[src/rtl/ysyx_23060240_branch_resolve.sv]
// EX-stage branch resolution: compare, target, mispredict, bimodal BHT.
// One-entry registered output stage behind a valid/ready handshake.
module ysyx_23060240_branch_resolve #(
  parameter int         XLEN      = 32,
  parameter int         BHT_DEPTH = 16,
  parameter logic [1:0] CNT_INIT  = 2'b01
) (
  input  logic            clk,
  input  logic            rst_n,
  input  logic            flush,
  input  logic            in_valid,
  output logic            in_ready,
  input  logic [XLEN-1:0] in_pc,
  input  logic [XLEN-1:0] in_rs1,
  input  logic [XLEN-1:0] in_rs2,
  input  logic [XLEN-1:0] in_imm,
  input  logic [2:0]      in_branch_type,
  input  logic            in_pred_taken,
  input  logic [XLEN-1:0] lookup_pc,
  output logic            lookup_taken,
  output logic            out_valid,
  input  logic            out_ready,
  output logic            out_taken,
  output logic [XLEN-1:0] out_target,
  output logic            out_mispredict,
  output logic [XLEN-1:0] out_redirect_pc
);

  localparam int IDX = $clog2(BHT_DEPTH);

  localparam logic [2:0] BR_BEQ  = 3'b001;
  localparam logic [2:0] BR_BNE  = 3'b010;
  localparam logic [2:0] BR_BLT  = 3'b011;
  localparam logic [2:0] BR_BGE  = 3'b100;
  localparam logic [2:0] BR_BLTU = 3'b101;
  localparam logic [2:0] BR_BGEU = 3'b110;

  logic [1:0]      bht [BHT_DEPTH];
  logic [IDX-1:0]  lk_idx;
  logic [IDX-1:0]  up_idx;
  logic [1:0]      cnt_cur;
  logic [1:0]      cnt_nxt;
  logic            fire;
  logic            is_br;
  logic            taken;
  logic            eq;
  logic            lt;
  logic            ltu;
  logic [XLEN-1:0] target;
  logic [XLEN-1:0] fall;
  logic [XLEN-1:0] redirect;

  assign in_ready = !flush && (!out_valid || out_ready);
  assign fire     = in_valid && in_ready;

  assign eq  = (in_rs1 == in_rs2);
  assign lt  = ($signed(in_rs1) < $signed(in_rs2));
  assign ltu = (in_rs1 < in_rs2);

  assign target   = in_pc + in_imm;
  assign fall     = in_pc + XLEN'(4);
  assign redirect = taken ? target : fall;

  // Lookup reads the stored counter, so a same-cycle update is not visible.
  assign lk_idx       = lookup_pc[IDX+1:2];
  assign lookup_taken = bht[lk_idx][1];

  assign up_idx  = in_pc[IDX+1:2];
  assign cnt_cur = bht[up_idx];

  // Direction decode; unknown types resolve as not-taken non-branches.
  always_comb begin
    is_br = 1'b1;
    taken = 1'b0;
    unique case (1'b1)
      (in_branch_type == BR_BEQ):  taken = eq;
      (in_branch_type == BR_BNE):  taken = !eq;
      (in_branch_type == BR_BLT):  taken = lt;
      (in_branch_type == BR_BGE):  taken = !lt;
      (in_branch_type == BR_BLTU): taken = ltu;
      (in_branch_type == BR_BGEU): taken = !ltu;
      default:                     is_br = 1'b0;
    endcase
  end

  // Saturating 2-bit counter step toward the resolved direction.
  always_comb begin
    cnt_nxt = cnt_cur;
    if (taken) begin
      if (cnt_cur != 2'b11) cnt_nxt = cnt_cur + 2'b01;
    end else begin
      if (cnt_cur != 2'b00) cnt_nxt = cnt_cur - 2'b01;
    end
  end

  // BHT training on every accepted real branch.
  always_ff @(posedge clk or negedge rst_n) begin
    if (!rst_n) begin
      for (int i = 0; i < BHT_DEPTH; i++) bht[i] <= CNT_INIT;
    end else if (fire && is_br) begin
      bht[up_idx] <= cnt_nxt;
    end
  end

  // Output stage: flush kills, fire loads, consumer drains.
  always_ff @(posedge clk or negedge rst_n) begin
    if (!rst_n) begin
      out_valid       <= 1'b0;
      out_taken       <= 1'b0;
      out_target      <= '0;
      out_mispredict  <= 1'b0;
      out_redirect_pc <= '0;
    end else if (flush) begin
      out_valid <= 1'b0;
    end else if (fire) begin
      out_valid       <= 1'b1;
      out_taken       <= taken;
      out_target      <= target;
      out_mispredict  <= (taken != in_pred_taken);
      out_redirect_pc <= redirect;
    end else if (out_ready) begin
      out_valid <= 1'b0;
    end
  end

endmodule

[config.mk]
export PLATFORM = sky130hd
export DESIGN_NAME = ysyx_23060240_branch_resolve
export DESIGN_NICKNAME = d
export VERILOG_FILES = /design/src/rtl/ysyx_23060240_branch_resolve.sv
export SDC_FILE = /design/constraint.sdc
export NUM_CORES = 1
export LEC_CHECK = 0
export BUFFER_PORTS_ARGS = -buffer_cell sky130_fd_sc_hd__buf_2
export CORE_MARGIN = 1.5
export CORE_UTILIZATION = 55
export DETAILED_ROUTE_END_ITERATION = 12
export PLACE_DENSITY = 0.85
export REMOVE_ABC_BUFFERS = 1
export SETUP_SLACK_MARGIN = 0.15
export SYNTH_ARGS = -nofsm -noshare
export SYNTH_HDL_FRONTEND = slang
export SYNTH_SLANG_ARGS = --single-unit
[constraint.sdc]
create_clock -name clk -period 6.1 [get_ports clk]
set_clock_uncertainty 0.05 [all_clocks]
set_input_delay 0.305 -clock clk [delete_from_list [all_inputs] [get_ports clk]]
set_output_delay 0.305 -clock clk [all_outputs]
set_load 0.02 [all_outputs]
==> results_dict.tcl <==
set metrics [dict create \
    outcome "finished clean" \
    synth-edff-count 0 \
    crit_required_ns 6.34 \
    tns_ns 0 \
    yosysTopAreaCell "dfrtp_1" \
    clock_latency_ns 0.35 \
    dieArea_um2 14300 \
    synth-main-ff-cell "dfrtp_1" \
    clockRootBuffer "clkbuf_16" \
    antenna_cells 0 \
    slew_violations 0 \
    drive_gt1_frac 0.301 \
    avgViaCountPerCell 5.81 \
    synth_area_per_cell_um2 9.19 \
    fillers 1077 \
    start_util 0.564 \
    dr.pass1.iters 5 \
    die_w_um 119 \
    io_buffers 209 \
    end_kind "flop" \
    layout_common_cells "buf_2, nand2_1, dfrtp_1" \
    coreArea_um2 13200 \
    dieHeight_um 119 \
    drt_iter0_drc 468 \
    wl_um 19600 \
    cts.path.max_buffers 2 \
    netlist_area_um2 7460 \
    grt_pass1_vias 6782 \
    overflow 0 \
    crit_arrival_ns 4.13 \
    numCtsBuffers 9 \
    grt_max_degree 71 \
    final_common_cell "buf_2" \
    period_needed_ns 3.89 \
    synthToLayoutAreaGrowth_pct 20.0 \
    path_class "input pin to flop" \
    finalHoldViolCount 0 \
    hold_path_class "input pin to flop" \
    synth_cells 812 \
    p_per_area_nw_per_um2 259 \
    synth_warnings 0 \
    crit_fanout 28 \
    wl_per_cell_um 16.6 \
    cts_tree "yes" \
    hpwl_um 14900 \
    async_flop_share 1.00 \
    netlist_top_cells_area "dfrtp_1, ha_1, nand2_1" \
    nNetsFinal 1242 \
    htree_levels 3 \
    peakVddDrop_v 0.000192 \
    setup-violations-final 0 \
    yosysSeqAreaShare 0.335 \
    cts_sinks 99 \
    grt_pass1_wl_um 31900 \
    vias 6891 \
    synth_top_area_frac 0.278 \
    period_share 0.638 \
    place.gp.congestion 0.857 \
    relSlewSlack 0.215 \
    power_leakage_uw 0.00445 \
    post_cts_buffers 0 \
    tightest_slew_ns 1.18 \
    grtUsageTotal 0.278 \
    ios 238 \
    finalInstanceArea_um2 8960 \
    p_total_uw 2320 \
    clkTransAtPathRegs_ns 0.07 \
    ant_nets 0 \
    cp-start-kind "input pin" \
    grt_setup_unrepaired "no" \
    dpl_cell_area_um2 8630 \
    std_cell_rows 42 \
    fin_hold_ws_ns 0.0746 \
    cap_violations 0 \
    yosys_register_bits 99 \
    fmax_ghz 0.257 \
    drc 0 \
    ys_types 59 \
    antenna_found_initial 1 \
    cts_resized 0 \
]
[sequential cells by signal, summed over array words and instances (netlist names)]
signal           count
out_target          32
out_taken            1
out_mispredict       1
out_valid            1
bht                 32
out_redirect_pc     32
[area by class of cell]
class / instances / area (um2) / share of cell area
Clock buffer: 10 / 229 / 0.0256
Clock inverter: 6 / 87.6 / 0.00978
Inverter: 44 / 165 / 0.0184
Multi-Input combinational cell: 637 / 4670 / 0.521
Sequential cell: 99 / 2500 / 0.279
Tap cell: 176 / 220 / 0.0246
Timing Repair Buffer: 214 / 1090 / 0.122
[layer usage]
metal,track usage,share of wire,vias to the layer above
li1,-,-,3337
met1,0.342,0.41,3250
met2,0.494,0.50,267
met3,0.0575,0.070,35
met4,0.0811,0.017,2
met5,0,0.00066,-
[report_power, final]
part | internal, uW | switching, uW
clock network | 361 | 257
logic | 328 | 492
registers | 806 | 74.4
[cells by family (layout without fill, tap and decap cells)]
| family | Yosys count | in the layout | synth area share |
|---|---|---|---|
| multiplexers | 58 | 58 | 0.109 |
| adder cells (fa/ha/maj) | 70 | 70 | 0.118 |
| AO/OA/AOI/OAI | 183 | 183 | 0.164 |
| flip-flops | 99 | 99 | 0.335 |
| AND/OR/NAND/NOR | 273 | 273 | 0.171 |
| buffers and inverters | 76 | 274 | 0.0409 |
| XOR/XNOR | 53 | 53 | 0.0622 |
[worst paths after layout]
check | endpoint | depth (start not counted) | slack [ns] | start
min in group asynchronous | out_redirect_pc[9]$_DFFE_PN0P_ | 2 | 0.41 | rst_n
hold / removal | out_valid$_DFFE_PN0P_ | 2 | 0.07 | flush
max in group asynchronous | out_redirect_pc[24]$_DFFE_PN0P_ | 3 | 4.36 | rst_n
setup / recovery | bht[28]$_DFFE_PN1P_ | 11 | 2.21 | in_rs1[15]
hold reg to reg | out_target[6]$_DFFE_PN0P_ | 2 | 0.42 | out_target[6]$_DFFE_PN0P_
setup reg to reg | bht[29]$_DFFE_PN0P_ | 7 | 3.57 | out_valid$_DFFE_PN0P_
[cell usage after synthesis, types with 16 or more instances]
| master | number |
|---|---|
| xor2_1 | 30 |
| inv_1 | 44 |
| nand4_1 | 17 |
| nor2_1 | 39 |
| dfrtp_1 | 83 |
| clkbuf_1 | 24 |
| a21oi_1 | 37 |
| xnor2_1 | 23 |
| nand2_1 | 125 |
| o21ai_0 | 47 |
| dfstp_2 | 16 |
| ha_1 | 67 |
| nand3_1 | 30 |
| mux2_2 | 38 |
[worst max-delay path, stage by stage]
cell      delay, ns
buf_2          0.11
ha_1           0.30
nand4_1        0.16
nor4_1         0.50
a21boi_0       0.24
o32a_1         0.24
mux2i_1        0.24
mux2i_1        0.24
and4b_1        1.01
maj3_2         0.58
mux2_2         0.22
[per-stage QoR]
step	setup WS, ns	utilization	std cells
after floorplan	2.36	-	780
after global placement	1.91	0.652	1169
after detailed placement	1.79	0.652	1169
after CTS	2.15	0.676	1186
after global routing	1.83	0.676	1186
final	2.21	0.676	1186
[timing repair]
item                                    CTS  global route
endpoints found under the setup margin    0             0
endpoints found under the hold margin    29             0
hold buffers                              1             0
(Power assumes the default switching activity.)
